===== config.mk =====
export PLATFORM = sky130hd
export DESIGN_NAME = seq_divider_32
export DESIGN_NICKNAME = d
export VERILOG_FILES = /design/src/rtl/seq_divider_32.sv
export SDC_FILE = /design/constraint.sdc
export NUM_CORES = 1
export LEC_CHECK = 0
export ABC_AREA = 1
export CORE_AREA = 2 2 152 154
export CTS_BUF_LIST = sky130_fd_sc_hd__clkbuf_4
export DETAILED_ROUTE_END_ITERATION = 8
export DIE_AREA = 0 0 154 156
export GPL_TIMING_DRIVEN = 0
export MAX_ROUTING_LAYER = met4
export PLACE_DENSITY = 0.67
export SLEW_MARGIN = 5
export SYNTH_ARGS = -nofsm -noshare
export SYNTH_HDL_FRONTEND = slang
export SYNTH_SLANG_ARGS = --single-unit

===== constraint.sdc =====
create_clock -name clk -period 3.4 [get_ports clk]
set_clock_uncertainty 0.2 [all_clocks]
set_input_delay 0.68 -clock clk [delete_from_list [all_inputs] [get_ports clk]]
set_output_delay 0.68 -clock clk [all_outputs]
set_load 0.01 [all_outputs]

===== src/rtl/seq_divider_32.sv =====
// Multi-cycle restoring divider: one trial subtraction per cycle, start/done handshake.
// Optional signed support (div) is enabled by defining DIVIDER_SIGNED_EN.
module seq_divider_32 #(
    parameter int WIDTH = 32
) (
    input  logic             clk,
    input  logic             rst_n,
    input  logic             start,
    input  logic             is_signed,
    input  logic [WIDTH-1:0] dividend,
    input  logic [WIDTH-1:0] divisor,
    output logic             busy,
    output logic             done,
    output logic [WIDTH-1:0] quotient,
    output logic [WIDTH-1:0] remainder,
    output logic             div_by_zero
);

    localparam int CW = $clog2(WIDTH);
    localparam logic [CW-1:0] CNT_LAST = CW'(WIDTH - 1);
    localparam logic [CW-1:0] CNT_ONE  = {{(CW-1){1'b0}}, 1'b1};

    typedef enum logic [1:0] {
        IDLE = 2'd0,
        RUN  = 2'd1,
        DONE = 2'd2
    } state_e;

    state_e           state_q, state_d;
    logic [CW-1:0]    cnt_q, cnt_d;
    logic [WIDTH-1:0] rem_q, rem_d;
    logic [WIDTH-1:0] quo_q, quo_d;
    logic [WIDTH-1:0] dvsr_q, dvsr_d;
    logic             quo_neg_q, quo_neg_d;
    logic             rem_neg_q, rem_neg_d;
    logic [WIDTH-1:0] quotient_q, quotient_d;
    logic [WIDTH-1:0] remainder_q, remainder_d;
    logic             dbz_q, dbz_d;
    logic             busy_q, busy_d;
    logic             done_q, done_d;

    logic             op_signed_s;
    logic             a_neg_s, b_neg_s;
    logic [WIDTH-1:0] a_mag_s, b_mag_s;
    logic [WIDTH-1:0] shift_s;
    logic [WIDTH:0]   diff_s;
    logic             take_s;
    logic [WIDTH-1:0] rem_step_s, quo_step_s;
    logic [WIDTH-1:0] quo_fix_s, rem_fix_s;

`ifdef DIVIDER_SIGNED_EN
    assign op_signed_s = is_signed;
`else
    logic unused_is_signed_s;
    assign unused_is_signed_s = is_signed;
    assign op_signed_s        = 1'b0;
`endif

    // Operand magnitudes and sign flags at capture; zero flags in unsigned mode.
    always_comb begin
        a_neg_s = op_signed_s & dividend[WIDTH-1];
        b_neg_s = op_signed_s & divisor[WIDTH-1];
        a_mag_s = a_neg_s ? ({WIDTH{1'b0}} - dividend) : dividend;
        b_mag_s = b_neg_s ? ({WIDTH{1'b0}} - divisor) : divisor;
    end

    // One restoring step. A set remainder MSB means the shifted value exceeds any
    // divisor, so the subtraction is taken regardless of the borrow.
    always_comb begin
        shift_s    = {rem_q[WIDTH-2:0], quo_q[WIDTH-1]};
        diff_s     = {1'b0, shift_s} - {1'b0, dvsr_q};
        take_s     = rem_q[WIDTH-1] | ~diff_s[WIDTH];
        rem_step_s = take_s ? diff_s[WIDTH-1:0] : shift_s;
        quo_step_s = {quo_q[WIDTH-2:0], take_s};
        quo_fix_s  = quo_neg_q ? ({WIDTH{1'b0}} - quo_step_s) : quo_step_s;
        rem_fix_s  = rem_neg_q ? ({WIDTH{1'b0}} - rem_step_s) : rem_step_s;
    end

    // Next-state and datapath control.
    always_comb begin
        state_d     = state_q;
        cnt_d       = cnt_q;
        rem_d       = rem_q;
        quo_d       = quo_q;
        dvsr_d      = dvsr_q;
        quo_neg_d   = quo_neg_q;
        rem_neg_d   = rem_neg_q;
        quotient_d  = quotient_q;
        remainder_d = remainder_q;
        dbz_d       = dbz_q;
        busy_d      = 1'b0;
        done_d      = 1'b0;
        case (state_q)
            IDLE: begin
                if (start) begin
                    if (divisor == {WIDTH{1'b0}}) begin
                        state_d     = DONE;
                        quotient_d  = {WIDTH{1'b1}};
                        remainder_d = dividend;
                        dbz_d       = 1'b1;
                        done_d      = 1'b1;
                    end else begin
                        state_d   = RUN;
                        cnt_d     = CNT_LAST;
                        rem_d     = {WIDTH{1'b0}};
                        quo_d     = a_mag_s;
                        dvsr_d    = b_mag_s;
                        quo_neg_d = a_neg_s ^ b_neg_s;
                        rem_neg_d = a_neg_s;
                        busy_d    = 1'b1;
                    end
                end else begin
                    state_d = IDLE;
                end
            end
            RUN: begin
                rem_d = rem_step_s;
                quo_d = quo_step_s;
                if (cnt_q == {CW{1'b0}}) begin
                    state_d     = DONE;
                    quotient_d  = quo_fix_s;
                    remainder_d = rem_fix_s;
                    dbz_d       = 1'b0;
                    done_d      = 1'b1;
                end else begin
                    cnt_d  = cnt_q - CNT_ONE;
                    busy_d = 1'b1;
                end
            end
            DONE: begin
                state_d = IDLE;
            end
            default: begin
                state_d = IDLE;
            end
        endcase
    end

    // State and result registers with synchronous active-low reset.
    always_ff @(posedge clk) begin
        if (!rst_n) begin
            state_q     <= IDLE;
            cnt_q       <= {CW{1'b0}};
            rem_q       <= {WIDTH{1'b0}};
            quo_q       <= {WIDTH{1'b0}};
            dvsr_q      <= {WIDTH{1'b0}};
            quo_neg_q   <= 1'b0;
            rem_neg_q   <= 1'b0;
            quotient_q  <= {WIDTH{1'b0}};
            remainder_q <= {WIDTH{1'b0}};
            dbz_q       <= 1'b0;
            busy_q      <= 1'b0;
            done_q      <= 1'b0;
        end else begin
            state_q     <= state_d;
            cnt_q       <= cnt_d;
            rem_q       <= rem_d;
            quo_q       <= quo_d;
            dvsr_q      <= dvsr_d;
            quo_neg_q   <= quo_neg_d;
            rem_neg_q   <= rem_neg_d;
            quotient_q  <= quotient_d;
            remainder_q <= remainder_d;
            dbz_q       <= dbz_d;
            busy_q      <= busy_d;
            done_q      <= done_d;
        end
    end

    assign busy        = busy_q;
    assign done        = done_q;
    assign quotient    = quotient_q;
    assign remainder   = remainder_q;
    assign div_by_zero = dbz_q;

endmodule


==> run summary <==
The run finished with clean final reports. Effective utilization at floorplan: 0.442. The setup path with the least slack is of type reg2reg. The fraction of layout cells with a size suffix above 1 works out to 0.0474. TritonCTS built the clock tree. The die outline height was 156 um; the final non-filler cell total was 2,038. After detailed routing, the average wire length per cell comes to 15.4 um.

The tools report the critical path endpoint category as a flip-flop. Pin count of the biggest net entering global routing: 19. Post-CTS timing repair inserted 0 buffers for setup.

The logs give 766 for the starting DRC count in detailed routing and 420 ps for the setup slack after layout. The min-delay analysis places its worst path in the category reg2reg. The final hold violation count came out at 0. Number of DRC violations after detailed routing: 0.

The die footprint was 0.0240 mm^2; the power density of the placed cells was 422 mW/mm^2. The library cell used as clock root buffer was clkbuf_4. In this run the critical register-to-register path is captured at remainder[27]. The maximum root-to-sink buffer count is 2. The pre-antenna-repair detailed-routing pass consisted of 6 iterations. For hold timing, the worst endpoint is dvsr_q[2]. The logs give 600 ps for the clock network latency to the later pin of the worst-skew pair and 336 MHz for the achievable clock frequency.

The number of cell rows was 55; the register bit count reported by yosys was 170. The most common flop cell mapped by yosys was dfxtp_1. Clock-pin slew was measured on the worst setup and hold paths at 180 ps. The startpoint identified for the worst register-to-register timing path is quo_q[31].

Switching power: 1920 uW. The final max-slew violation count came out at 0. In the routed layout, each cell is associated on average with a via count of 4.98.

STA puts the critical path data required time at 3750 ps. The run gives 35 as the number of distinct standard cells referenced by the synthesized netlist. The number of antenna violations at the first check in global routing came out at 1.

The number of stages on the worst hold path is 2, and the number of placed I/O pins is 135. The sequential cell area came out at 0.00340 mm^2. The congestion estimate from routability-driven global placement came to 0.941.

Yosys printed 0 warnings. The tools report the startpoint of the most critical hold path as dvsr_q[2]. The biggest fanout along the worst timing path works out to 10. The register-to-register setup slack is 420 ps.

The worst setup path is launched from a flip-flop. The static leakage came out at 0.00617 uW. The signed area change from the synthesized netlist to the final layout is 19.8%, and the part of the power in the clock network is 0.244. STA puts the critical path data arrival time at 3330 ps. The time the worst path needs with I/O delays and setup came out at 2980 ps. Once the clock tree was built, the resizer swapped 0 gates to a different size.

The internal portion of the total power is 3070 uW. The count of nets left with antenna violations once routing finished came out at 0. Count of final setup violators: 0. The tools report the post-synthesis cell count as 1,588. Setup repair after global routing left no endpoint under its margin. For the share of total power in sequential cells, the log shows 0.458. Core footprint: 0.0224 mm^2. Dividing the synthesized area by the synthesized cell count gives 6.22 um^2. The first global-routing pass estimated 49,500 um of wire.

For the worst flop-to-flop path, the logic depth is 19. For the number of cells after detailed placement, the log shows 2,005. The proportion of total power due to net switching came out at 0.385. The worst-margin pin slew came out at 645 ps. The sequential area share after synthesis was 0.344. Placement-stage worst setup slack: -163 ps. The post-route clock period utilization came out at 0.876. IR analysis of the VDD net gives a maximum drop of 0.257 mV.

The tools report the synthesized net count as 1,690. Once detailed placement completed, the half-perimeter wirelength came to 24,900 um. In this run the tool buffered the top-level ports with 132 buffer cells. For this run the aggregate overflow at the end of global routing stands at 0.

The share of synthesized registers carrying an async set or reset works out to 0. The final-stage net count was 1,841; the total via count in the routed design was 10,100. The floorplan die width works out to 154 um. For the number of hold buffers added after CTS, the log shows 0.

In this run the number of H-tree levels came out at 4. Counting the fill cells in the layout gives 2,290. The via count of the first global-routing pass was 9,629. The overall global routing resource usage was 0.269; the area of the multi-input gates was 0.00490 mm^2. The headroom to the max-slew limit was 0.570. The cell area that synthesis handed to floorplanning was 0.00988 mm^2. For this block, the routed nets add up to 31,300 um of wire. Across the run, the number of max-cap violations was 0. The number of enable flip-flop cells after synthesis is 0, and the post-route core utilization is 0.529. The portion of total power attributed to combinational logic is 0.299, and the number of sinks handled by clock tree synthesis is 170. Counting the buffers created by CTS gives 17.
worst max-delay path, stage by stage (launching register included):
cell     delay, ps
dfxtp_1        370
inv_1           70
ha_1           240
fa_1           430
inv_1          130
nand3_1         90
nand2_2        150
nand2_1         80
nand2_2        100
nand2_2         70
nand2_4         90
nand2_4         70
nand2_2         70
nand2_4        120
nor2_8         180
buf_6          180
nand2_1         90
nand3_1        110
nand2_1         60
inv_1           40
cell usage in the layout, fill, tap and decap left out, types with 9 or more instances in the layout:
master	Yosys	routed
a21oi_1	118	118
buf_2	14	14
clkbuf_1	37	37
clkbuf_4	0	17
clkdlybuf4s50_1	0	132
dfxtp_1	170	170
ha_1	33	33
inv_1	334	334
nand2_1	403	403
nand2_2	9	9
nand3_1	129	129
nor2_1	130	130
nor3_1	10	10
o21ai_0	97	97
o22ai_1	29	29
xor2_1	14	14
synth_stat cells, types with 2 or more instances:
library cell | count | area (um^2)
nand2_2 | 9 | 56.3
buf_2 | 14 | 70.1
clkbuf_1 | 37 | 139
o21bai_1 | 2 | 15.0
inv_1 | 334 | 1250
inv_2 | 4 | 15.0
xor2_1 | 14 | 123
buf_6 | 2 | 22.5
nand3_1 | 129 | 646
nand4_1 | 8 | 50.1
nor4_1 | 4 | 25.0
buf_4 | 5 | 37.5
ha_1 | 33 | 413
o22ai_1 | 29 | 181
nor3_1 | 10 | 50.1
buf_1 | 5 | 18.8
nand2_4 | 8 | 90.1
or2_2 | 3 | 18.8
o21ai_1 | 3 | 15.0
nand3b_1 | 4 | 30.0
nor2_2 | 3 | 18.8
and2_1 | 2 | 12.5
o21ai_0 | 97 | 485
nor2_1 | 130 | 488
a21oi_1 | 118 | 591
dfxtp_1 | 170 | 3400
nand2_1 | 403 | 1510
flip-flops by register name, indices dropped and copies added, names as in the netlist:
register     count
dvsr_q          32
quo_q           32
quotient        32
rem_q           32
remainder       32
cnt_q            5
state_q          2
busy             1
div_by_zero      1
done             1
routing by layer:
| metal | GRT usage | up-vias | share of wire |
|---|---|---|---|
| met3 | 0.0378 | 34 | 0.059 |
| met5 | - | - | 0 |
| met2 | 0.437 | 319 | 0.46 |
| met1 | 0.354 | 4565 | 0.47 |
| met4 | 0.0703 | 0 | 0.020 |
| li1 | - | 5226 | - |
logic make-up (layout without fill, tap and decap cells):
logic type / after synthesis / in the layout / synth area share
flops: 170 / 170 / 0.344
simple gates: 716 / 716 / 0.307
fa+ha+maj: 34 / 34 / 0.0438
buf+inv: 402 / 566 / 0.160
compound gates: 251 / 251 / 0.132
xor+xnor: 15 / 15 / 0.0133
other cells: 0 / 1 / 0
how the worst max path moves through the flow:
stage | from | endpoint | slack, ps
detailed placement | divisor[15] | rem_q[12] | -160
global placement | divisor[15] | rem_q[5] | -140
global route | quo_q[31] | rem_q[11] | 260
finish | quo_q[31] | remainder[27] | 420
floorplan | quo_q[31] | rem_q[12] | 980
CTS | divisor[15] | rem_q[12] | 440
stage by stage:
stage                     instance area, um^2  hold slack, ps  setup TNS (ps)  power, uW
after global routing                    11800             294               0       5280
after floorplan                          9880             233               0       3210
after global placement                  11600             244           -4380       3770
after detailed placement                11600             253           -5620       3790
final                                   11800             273               0       4990
after CTS                               11800             274               0       4990
area by class of cell:
class	count	area share
Antenna cell	1	0.000211
Buffer	64	0.0260
Clock buffer	17	0.0108
Clock inverter	15	0.0125
Inverter	338	0.107
Multi-Input combinational cell	1016	0.414
Sequential cell	170	0.287
Tap cell	285	0.0301
Timing Repair Buffer	132	0.112
power groups by stage:
stage	Clock [uW]	Sequential, uW	Combinational, uW
after global placement	0	2320	1450
after detailed placement	0	2330	1460
after CTS	1240	2280	1470
after global routing	1320	2310	1660
after floorplan	0	2340	862
final	1220	2280	1490
(Power assumes the default switching activity.)
